===== config.mk =====
export PLATFORM = sky130hd
export DESIGN_NAME = mnist_mac_sequencer
export DESIGN_NICKNAME = d
export VERILOG_FILES = /design/src/rtl/mnist_pkg.sv /design/src/rtl/mnist_argmax_tracker.sv /design/src/rtl/mnist_mac_sequencer.sv
export SDC_FILE = /design/constraint.sdc
export NUM_CORES = 1
export LEC_CHECK = 0
export BUFFER_PORTS_ARGS = -buffer_cell sky130_fd_sc_hd__buf_2
export CAP_MARGIN = 20
export CORE_MARGIN = 4
export CORE_UTILIZATION = 35
export DETAILED_ROUTE_END_ITERATION = 12
export PLACE_DENSITY = 0.58
export SKIP_CTS_REPAIR_TIMING = 1
export SLEW_MARGIN = 20
export SYNTH_ARGS = -nofsm -noshare
export SYNTH_HDL_FRONTEND = slang
export SYNTH_SLANG_ARGS = --single-unit

===== constraint.sdc =====
create_clock -name clk -period 7.7 [get_ports clk]
set_clock_uncertainty 0.05 [all_clocks]
set_input_delay 1.54 -clock clk [delete_from_list [all_inputs] [get_ports clk]]
set_output_delay 1.54 -clock clk [all_outputs]
set_load 0.03 [all_outputs]

===== src/rtl/mnist_pkg.sv =====
// Shared types and defaults for the MNIST binarized classifier controller.
//   state_t   : sequencer FSM states
//   *_DEF     : default frame/class/weight/threshold parameters
//   acc_width : signed accumulator width that cannot overflow for a full frame
package mnist_pkg;

  typedef enum logic [1:0] {IDLE, LOAD, COMPUTE, DONE} state_t;

  localparam int unsigned N_PIX_DEF   = 64;
  localparam int unsigned N_CLASS_DEF = 10;
  localparam int unsigned W_W_DEF     = 4;
  localparam int unsigned THRESH_DEF  = 128;

  // Weight width plus enough headroom bits to sum n_pix weights.
  function automatic int unsigned acc_width(input int unsigned w_w, input int unsigned n_pix);
    return w_w + $clog2(n_pix + 1);
  endfunction

endpackage


===== src/rtl/mnist_argmax_tracker.sv =====
// Running argmax over per-class scores.
//   clk, rst   : clock, async active-high reset
//   init       : current compare is class 0, taken unconditionally
//   cmp_en     : a class score is presented this cycle
//   score, idx : class score (signed) and its class index
//   best_idx   : index of the best class so far (registered)
//   best_score : best score so far (only with MNIST_SCORE_OUT_EN)
module mnist_argmax_tracker #(
  parameter int unsigned ACC_W = 11,
  parameter int unsigned IDX_W = 4
) (
  input  logic                    clk,
  input  logic                    rst,
  input  logic                    init,
  input  logic                    cmp_en,
  input  logic signed [ACC_W-1:0] score,
  input  logic [IDX_W-1:0]        idx,
  output logic [IDX_W-1:0]        best_idx
`ifdef MNIST_SCORE_OUT_EN
  ,
  output logic signed [ACC_W-1:0] best_score
`endif
);

  logic signed [ACC_W-1:0] best;

  // Strictly-greater replacement keeps ties on the lowest index.
  always_ff @(posedge clk or posedge rst) begin
    if (rst) begin
      best     <= '0;
      best_idx <= '0;
    end else if (cmp_en && (init || (score > best))) begin
      best     <= score;
      best_idx <= idx;
    end
  end

`ifdef MNIST_SCORE_OUT_EN
  assign best_score = best;
`endif

endmodule


===== src/rtl/mnist_mac_sequencer.sv =====
// Controller for the binarized single-layer MNIST classifier.
// Loads a thresholded pixel frame, streams N_CLASS*N_PIX weights through a
// shared signed accumulator, and reports the argmax class.
//   clk, rst           : clock, async active-high reset
//   start              : begin a frame (honoured in IDLE or DONE)
//   in_valid/in_data   : pixel byte stream, in_ready high in LOAD
//   w_en/w_addr/w_data : weight read port, data returned one cycle after w_en
//   busy               : LOAD or COMPUTE
//   result_valid/class : DONE and winning class, result_ack releases to IDLE
//   result_score       : winning score, present with MNIST_SCORE_OUT_EN
module mnist_mac_sequencer
  import mnist_pkg::*;
#(
  parameter int unsigned N_PIX   = N_PIX_DEF,
  parameter int unsigned N_CLASS = N_CLASS_DEF,
  parameter int unsigned W_W     = W_W_DEF,
  parameter int unsigned THRESH  = THRESH_DEF
) (
  input  logic                                 clk,
  input  logic                                 rst,
  input  logic                                 start,
  input  logic                                 in_valid,
  input  logic [7:0]                           in_data,
  output logic                                 in_ready,
  output logic                                 w_en,
  output logic [$clog2(N_CLASS*N_PIX)-1:0]     w_addr,
  input  logic [W_W-1:0]                       w_data,
  output logic                                 busy,
  output logic                                 result_valid,
  output logic [3:0]                           result_class,
  input  logic                                 result_ack
`ifdef MNIST_SCORE_OUT_EN
  ,
  output logic signed [acc_width(W_W, N_PIX)-1:0] result_score
`endif
);

  localparam int unsigned ACC_W = acc_width(W_W, N_PIX);
  localparam int unsigned AW    = $clog2(N_CLASS * N_PIX);
  localparam int unsigned CW    = $clog2(N_PIX + 1);
  localparam int unsigned PW    = $clog2(N_PIX);

  state_t                  state;
  logic [CW-1:0]           cnt;
  logic [3:0]              cls;
  logic [N_PIX-1:0]        pix;
  logic signed [ACC_W-1:0] acc;
  logic signed [ACC_W-1:0] term;
  logic signed [ACC_W-1:0] acc_next;
  logic                    last_tap;

  // Weight returned this cycle belongs to pixel cnt-1; cnt==0 starts a class.
  always_comb begin
    term     = pix[PW'(cnt - CW'(1))] ? ACC_W'($signed(w_data)) : '0;
    acc_next = (cnt == '0) ? '0 : acc + term;
  end

  assign last_tap = (state == COMPUTE) && (cnt == CW'(N_PIX));

  // FSM, counters, pixel register, accumulator and registered outputs.
  always_ff @(posedge clk or posedge rst) begin
    if (rst) begin
      state        <= IDLE;
      in_ready     <= 1'b0;
      w_en         <= 1'b0;
      busy         <= 1'b0;
      result_valid <= 1'b0;
      w_addr       <= '0;
      cnt          <= '0;
      cls          <= '0;
      pix          <= '0;
      acc          <= '0;
    end else begin
      case (state)
        IDLE: begin
          if (start) begin
            state    <= LOAD;
            in_ready <= 1'b1;
            busy     <= 1'b1;
            cnt      <= '0;
          end
        end
        LOAD: begin
          // in_ready is constantly high here, so in_valid alone is the handshake.
          if (in_valid) begin
            pix[PW'(cnt)] <= ({1'b0, in_data} >= 9'(THRESH));
            if (cnt == CW'(N_PIX - 1)) begin
              state    <= COMPUTE;
              in_ready <= 1'b0;
              cnt      <= '0;
              cls      <= '0;
              w_en     <= 1'b1;
              w_addr   <= '0;
            end else begin
              cnt <= cnt + CW'(1);
            end
          end
        end
        COMPUTE: begin
          acc <= acc_next;
          if (cnt == CW'(N_PIX)) begin
            if (cls == 4'(N_CLASS - 1)) begin
              state        <= DONE;
              busy         <= 1'b0;
              result_valid <= 1'b1;
            end else begin
              cls    <= cls + 4'd1;
              cnt    <= '0;
              w_en   <= 1'b1;
              w_addr <= w_addr + AW'(1);
            end
          end else begin
            cnt <= cnt + CW'(1);
            if (cnt == CW'(N_PIX - 1)) w_en <= 1'b0;
            else                        w_addr <= w_addr + AW'(1);
          end
        end
        DONE: begin
          if (start) begin
            state        <= LOAD;
            result_valid <= 1'b0;
            in_ready     <= 1'b1;
            busy         <= 1'b1;
            cnt          <= '0;
          end else if (result_ack) begin
            state        <= IDLE;
            result_valid <= 1'b0;
          end
        end
        default: state <= IDLE;
      endcase
    end
  end

  mnist_argmax_tracker #(
    .ACC_W (ACC_W),
    .IDX_W (4)
  ) u_argmax (
    .clk        (clk),
    .rst        (rst),
    .init       (last_tap && (cls == 4'd0)),
    .cmp_en     (last_tap),
    .score      (acc_next),
    .idx        (cls),
    .best_idx   (result_class)
`ifdef MNIST_SCORE_OUT_EN
    ,
    .best_score (result_score)
`endif
  );

endmodule

# Yosys cells after proc, flatten, opt, wreduce, memory -nomap -nowiden
# Cells that the tools add are included.
# word_totals
regBits	117
latchBits	0
ramBits	0
mem_bits_ro	0
input_bits	17
word_cells	110
memories	0
# op_classes
add_sub_neg	5
multipliers	0
div_mod_pow	0
order_cmp	5
n_eq_ne	17
n_shift	0
n_mux	49
n_bitwise	0
reduce_logical	22
# ops
cell	count
bitwise mux 64 bit	1
2-to-1 mux 10 bit	5
2-to-1 mux 7 bit	5
2-to-1 mux 11 bit	2
one-hot mux 7 bit (3 select lines)	1
one-hot mux 10 bit (2 select lines)	1
2-to-1 mux 4 bit	4
2-to-1 mux 1 bit	15
AND reduction 5 bit	3
< comparator 6 x 7 -> 1 bit (second input constant)	2
2-to-1 mux 2 bit	7
AND reduction 4 bit	3
adder 11 bit	1
> comparator 11 bit	1
adder 10 x 1 -> 10 bit (second input constant)	1
inequality test 3 bit (second input constant)	3
>= comparator 8 bit (second input constant)	1
inequality test 2 bit (second input constant)	4
one-hot mux 1 bit (2 select lines)	4
one-hot mux 2 bit (4 select lines)	1
one-hot mux 4 bit (2 select lines)	1
nonzero test 2 bit	4
adder 7 x 1 -> 7 bit (second input constant)	1
== test 7 x 6 -> 1 bit (second input constant)	1
other kinds (20)	26

# Depth between registers and ports, before layout
# depth
word_depth	9
mapped_depth	32
mapped_depth_nobuf	25

# Modules after synthesis
# A second synthesis with hierarchy kept.
# unflattened
hier_cells	703
hier_area_um2	7200.7
# modules_own_cells
module	instances	cells_per_inst	area_each_um2	seq_area_each_um2
mnist_mac_sequencer	1	574	6018.3	2552.4
mnist_argmax_tracker	1	129	1182.4	375.4

# Worst setup path after synthesis
# OpenSTA, ideal clock, no wires.
# synth_path
kind	register to register
from	register cnt[0]
to	register u_argmax.best[0]
t_arrival_ns	6.485
required_ns	7.525
slack_ns	1.040
stages_incl_launch_ff	32
period_less_slack_ns	6.660
path_cell_list	dfrtp_1 -> buf_6 -> buf_2 -> clkbuf_1 -> inv_1 -> ha_1 -> buf_2 -> clkbuf_1 -> mux4_1 -> and3_1 -> a2111oi_0 -> or4_1 -> mux2i_1 -> nand2_1 -> inv_1 -> ha_1 -> a21o_1 -> a21oi_1 -> o21bai_1 -> a2111o_1 -> a221o_1 -> xnor2_1 -> nor2_1 -> ha_1 -> a211oi_1 -> o21ai_0 -> o311ai_0 -> a31oi_1 -> o311a_1 -> buf_2 -> buf_2 -> mux2_2
# synth_via
elab_chain_len	9
elab_cells_between_ends	13
classes_between	2 x add/sub; 1 x order compare; 1 x eq/ne; 4 x mux; 5 x reduce/logical
# synth_lines
element	line	source
from (decl)	mnist_mac_sequencer.sv:44	logic [CW-1:0] cnt;
from (signal assigned)	mnist_mac_sequencer.sv:95	cnt <= cnt + CW'(1);
from (signal assigned)	mnist_mac_sequencer.sv:113	cnt <= cnt + CW'(1);
subtractor 6 x 1 -> 6 bit	mnist_mac_sequencer.sv:54	term = pix[PW'(cnt - CW'(1))] ? ACC_W'($signed(w_data)) : '0;
binary-select mux 1 bit (select 6 bit)	mnist_mac_sequencer.sv:54	
2-to-1 mux 1 bit (not written as such)	mnist_mac_sequencer.sv:54	
2-to-1 mux 11 bit	mnist_mac_sequencer.sv:54	
adder 11 bit	mnist_mac_sequencer.sv:55	acc_next = (cnt == '0) ? '0 : acc + term;
2-to-1 mux 11 bit *	mnist_mac_sequencer.sv:55	
net acc_next[9]	mnist_mac_sequencer.sv:49	logic signed [ACC_W-1:0] acc_next;
> comparator 11 bit *	mnist_argmax_tracker.sv:32	end else if (cmp_en && (init || (score > best))) begin
logical OR 1 bit *	mnist_argmax_tracker.sv:32	
logical AND 1 bit *	mnist_argmax_tracker.sv:32	
to (signal assigned)	mnist_argmax_tracker.sv:33	best <= score;
to (decl)	mnist_argmax_tracker.sv:25	logic signed [ACC_W-1:0] best;
# The timed path passes the listed nets; every way through them passes the cells marked *. The select of a mux whose other input is x is not followed.
# A chain may end at the register's enable or synchronous reset.

# Worst setup path in the final report
# layout_path
from	register cnt[1]
to	register u_argmax.best_idx[3]
# layout_via
elab_chain_len	9
elab_cells_between_ends	13
classes_between	2 x add/sub; 1 x order compare; 1 x eq/ne; 4 x mux; 5 x reduce/logical
# layout_lines
element	line	source
subtractor 6 x 1 -> 6 bit	mnist_mac_sequencer.sv:54	
binary-select mux 1 bit (select 6 bit)	mnist_mac_sequencer.sv:54	
2-to-1 mux 1 bit (not written as such)	mnist_mac_sequencer.sv:54	
2-to-1 mux 11 bit	mnist_mac_sequencer.sv:54	
adder 11 bit	mnist_mac_sequencer.sv:55	
2-to-1 mux 11 bit *	mnist_mac_sequencer.sv:55	
net acc_next[9]	mnist_mac_sequencer.sv:49	
> comparator 11 bit *	mnist_argmax_tracker.sv:32	
logical OR 1 bit *	mnist_argmax_tracker.sv:32	
logical AND 1 bit *	mnist_argmax_tracker.sv:32	
to (signal assigned)	mnist_argmax_tracker.sv:34	best_idx <= idx;
to (decl)	mnist_argmax_tracker.sv:18	output logic [IDX_W-1:0] best_idx
# Marks and branches as above.

==> metrics.txt <==
status complete, no violations; f_max 144.6 MHz; post-synthesis sequential area ratio 42.65%; flop-to-flop setup slack 790 ps; fill cell total of the finished layout 1,864; Rows 50; Antenna Nets Post-Route 0; slowest stage delay, CP about 680 ps; wire per inst 16.54 µm; Slew Limit Fails 0; IO Count 35; WP buf/inv 3; Util after Layout between 40% and 50%; Slew HR between 30% and 40%; # setup viols final 0; detailed-route wire length 15.46 mm; die height 148.1 µm; Crit. Startpoint cnt[1]; dpl cells 903; number of DRC violations after detailed-routing iteration 0 356; peak supply drop 0.0001614 V; Antenna Diode Count 0; Mapped Avg Cell Area 10.76 µm²; setup TNS 0 ps; TritonCTS clock tree yes; Worst Hold End result_valid; Synth Flop Type dfrtp_1; WS Path Type flip-flop to flip-flop; Ys Warns 0; crit path capture type flip-flop; drt pass-1 iters 4; Final Hold Viols 0; synthesized net count 690; Cell Pwr Density between 300 and 400 nW/µm²; Via density ~5.2; TritonCTS buffer count 17; worst reg-to-reg path cell count 24; grt ovf 0; largest area contributor in the netlist dfrtp_1; RSZ-0062 raised after global routing no; Die X 148.1 µm; commonest non-fill, non-tap cell in the layout dfrtp_1; hold-critical path depth 1; Critical-path top delay cell o311a_1; initial antenna violation count 0; hold path startpoint result_valid; DRC violations left 0; pin count of the biggest net entering global routing 88; DP HPWL 10.40 mm; H-tree Lvls 4; worst-case clock buffer depth 2; Crit path top cell by count ha_1; layout cells sized above 1 ~25%; Worst R2R Start cnt[1]; Worst-path clk slew about 60 ps; flops & latches, synth 117; crit path launch type flip-flop; gpl congestion 0.8218; routed vias between 4,000 and 5,000; Post-synth ARST share 100.0%; first-pass GRT wire length 26.14 mm; nets 714; Req. time, crit path 7950 ps; Layout Cells excl Fill roughly 940; Clock Sinks about 120; post-route minimum period roughly 6900 ps; Cell variety after synth 62; Cells after Synth between 600 and 700; Final period util 89.80%; Max-Cap Viols 0; Leak about 3.7 nW; reg2reg end u_argmax.best_idx[3]; Skew-Pair Late Insertion Delay 420 ps; initial core utilization 36.10%; top cells by area, synth dfrtp_1, mux2_2, ha_1; synthesis-to-finish area growth 14.98%; Top delay family on crit path compound AO/OA/AOI/OAI gates; CP Cell Sequence inv_1 -> ha_1 -> buf_4 -> mux4_2 -> a2111oi_0 -> or4_1 -> mux2i_1 -> nand2_1 -> inv_1 -> ha_1 -> a21o_1 -> a21oi_1 -> o21bai_1 -> a2111o_1 -> a221o_1 -> xnor2_1 -> nor2_1 -> ha_1 -> nand3_1 -> o21ai_0 -> o311ai_0 -> a31oi_1 -> o311a_1 -> mux2_2; port bufs 27; commonest non-fill, non-tap cells in the layout dfrtp_1, nor2_1, mux2_2, nand2_1, ha_1; core area between 15,000 and 20,000 µm²; top cell type's share of synthesized area between 40 and 50%; vias in the first global route 4,992; Die ar. about 22,000 µm²; Post-synth EDFFs 0; Placed Area ~7200 µm²; clock root buffer clkbuf_16; final non-filler cell area 7894 µm²; critical-path maximum fanout 15; worst slew pin tran 991.7 ps; crit path DAT 7160 ps; worst min-delay path category flip-flop to flip-flop; Mapped Area 6865 µm²; overall power ~2.9 mW; Overall Global Routing Usage 14.77%
-- cell type report --
| cell class | instances | area [µm²] | area share, % |
|---|---|---|---|
| well taps | 260 | 325.3 | 4.121 |
| inverters | 31 | 118.9 | 1.506 |
| flip-flops and latches | 117 | 2928 | 37.09 |
| repair buffers | 36 | 206.4 | 2.615 |
| clock buffers | 19 | 432.9 | 5.484 |
| multi-input cells | 459 | 3677 | 46.58 |
| clock inverters | 13 | 205.2 | 2.599 |
-- worst max path at each step --
| stage | to | slack (ps) | cells after the start |
|---|---|---|---|
| finish | u_argmax.best_idx[3] | 790 | 24 |
| global route | u_argmax.best[0] | 250 | 25 |
| CTS | u_argmax.best_idx[3] | 720 | 24 |
| detailed placement | u_argmax.best[5] | 760 | 24 |
| global placement | u_argmax.best[1] | 910 | 24 |
| floorplan | u_argmax.best[0] | 1040 | 31 |
-- synthesized netlist by cell type, types with 7 or more instances --
| library cell | number |
|---|---|
| dfrtp_1 | 117 |
| nor2_1 | 88 |
| mux2_2 | 85 |
| nand2_1 | 40 |
| ha_1 | 34 |
| inv_1 | 30 |
| o21ai_0 | 24 |
| clkbuf_1 | 21 |
| nand3_1 | 16 |
| a21oi_1 | 15 |
| mux4_1 | 15 |
| and3_1 | 14 |
| xor2_1 | 11 |
| a2111oi_0 | 9 |
| nor3_1 | 8 |
| nor2b_1 | 7 |
| xnor2_1 | 7 |
-- worst register-to-register path, stage by stage, from the launching register on --
cell,delay [ps]
dfrtp_1,340
inv_1,110
ha_1,530
buf_4,250
mux4_2,530
a2111oi_0,420
or4_1,240
mux2i_1,140
nand2_1,140
inv_1,60
ha_1,270
a21o_1,160
a21oi_1,240
o21bai_1,140
a2111o_1,470
a221o_1,330
xnor2_1,280
nor2_1,80
ha_1,310
nand3_1,110
o21ai_0,160
o311ai_0,140
a31oi_1,210
o311a_1,680
mux2_2,420
-- where the power goes --
part           total, mW  switching (mW)  internal [mW]
Sequential         0.780          0.0709          0.709
Clock              0.865           0.292          0.573
Combinational       1.23           0.702          0.530
-- flip-flops by register name, indices dropped and copies added, names as in the netlist --
name and cells:
cnt 7, state 2, result_valid 1, w_addr 10, pix 64, busy 1
u_argmax.best 11, u_argmax.best_idx 4, in_ready 1, cls 4, w_en 1, acc 11
-- per-stage QoR --
stage	hold WS, ps	setup WS, ps
floorplan	415.3	1040
global placement	419.5	914.7
detailed placement	434.7	759.9
CTS	447.6	715.9
global route	454.6	249.5
finish	440.5	785.3
-- routing by layer --
layer | track usage (%) | vias to the layer above | share of wire (%)
li1 | - | 2337 | -
met1 | 19.85 | 2427 | 47
met2 | 23.75 | 93 | 48
met3 | 3.352 | 19 | 3.9
met4 | 4.896 | 0 | 1.5
met5 | 0 | - | 0
-- logic make-up (layout without fill, tap and decap cells) --
logic type,after synthesis,after routing,share of synthesized area [%]
fa+ha+maj,35,35,6.488
buf+inv,62,99,3.864
mux,106,106,20.74
xor+xnor,19,19,2.624
flops,117,117,42.65
simple gates,214,214,14.91
compound gates,85,85,8.730
Power figures use the tool's default switching activity.
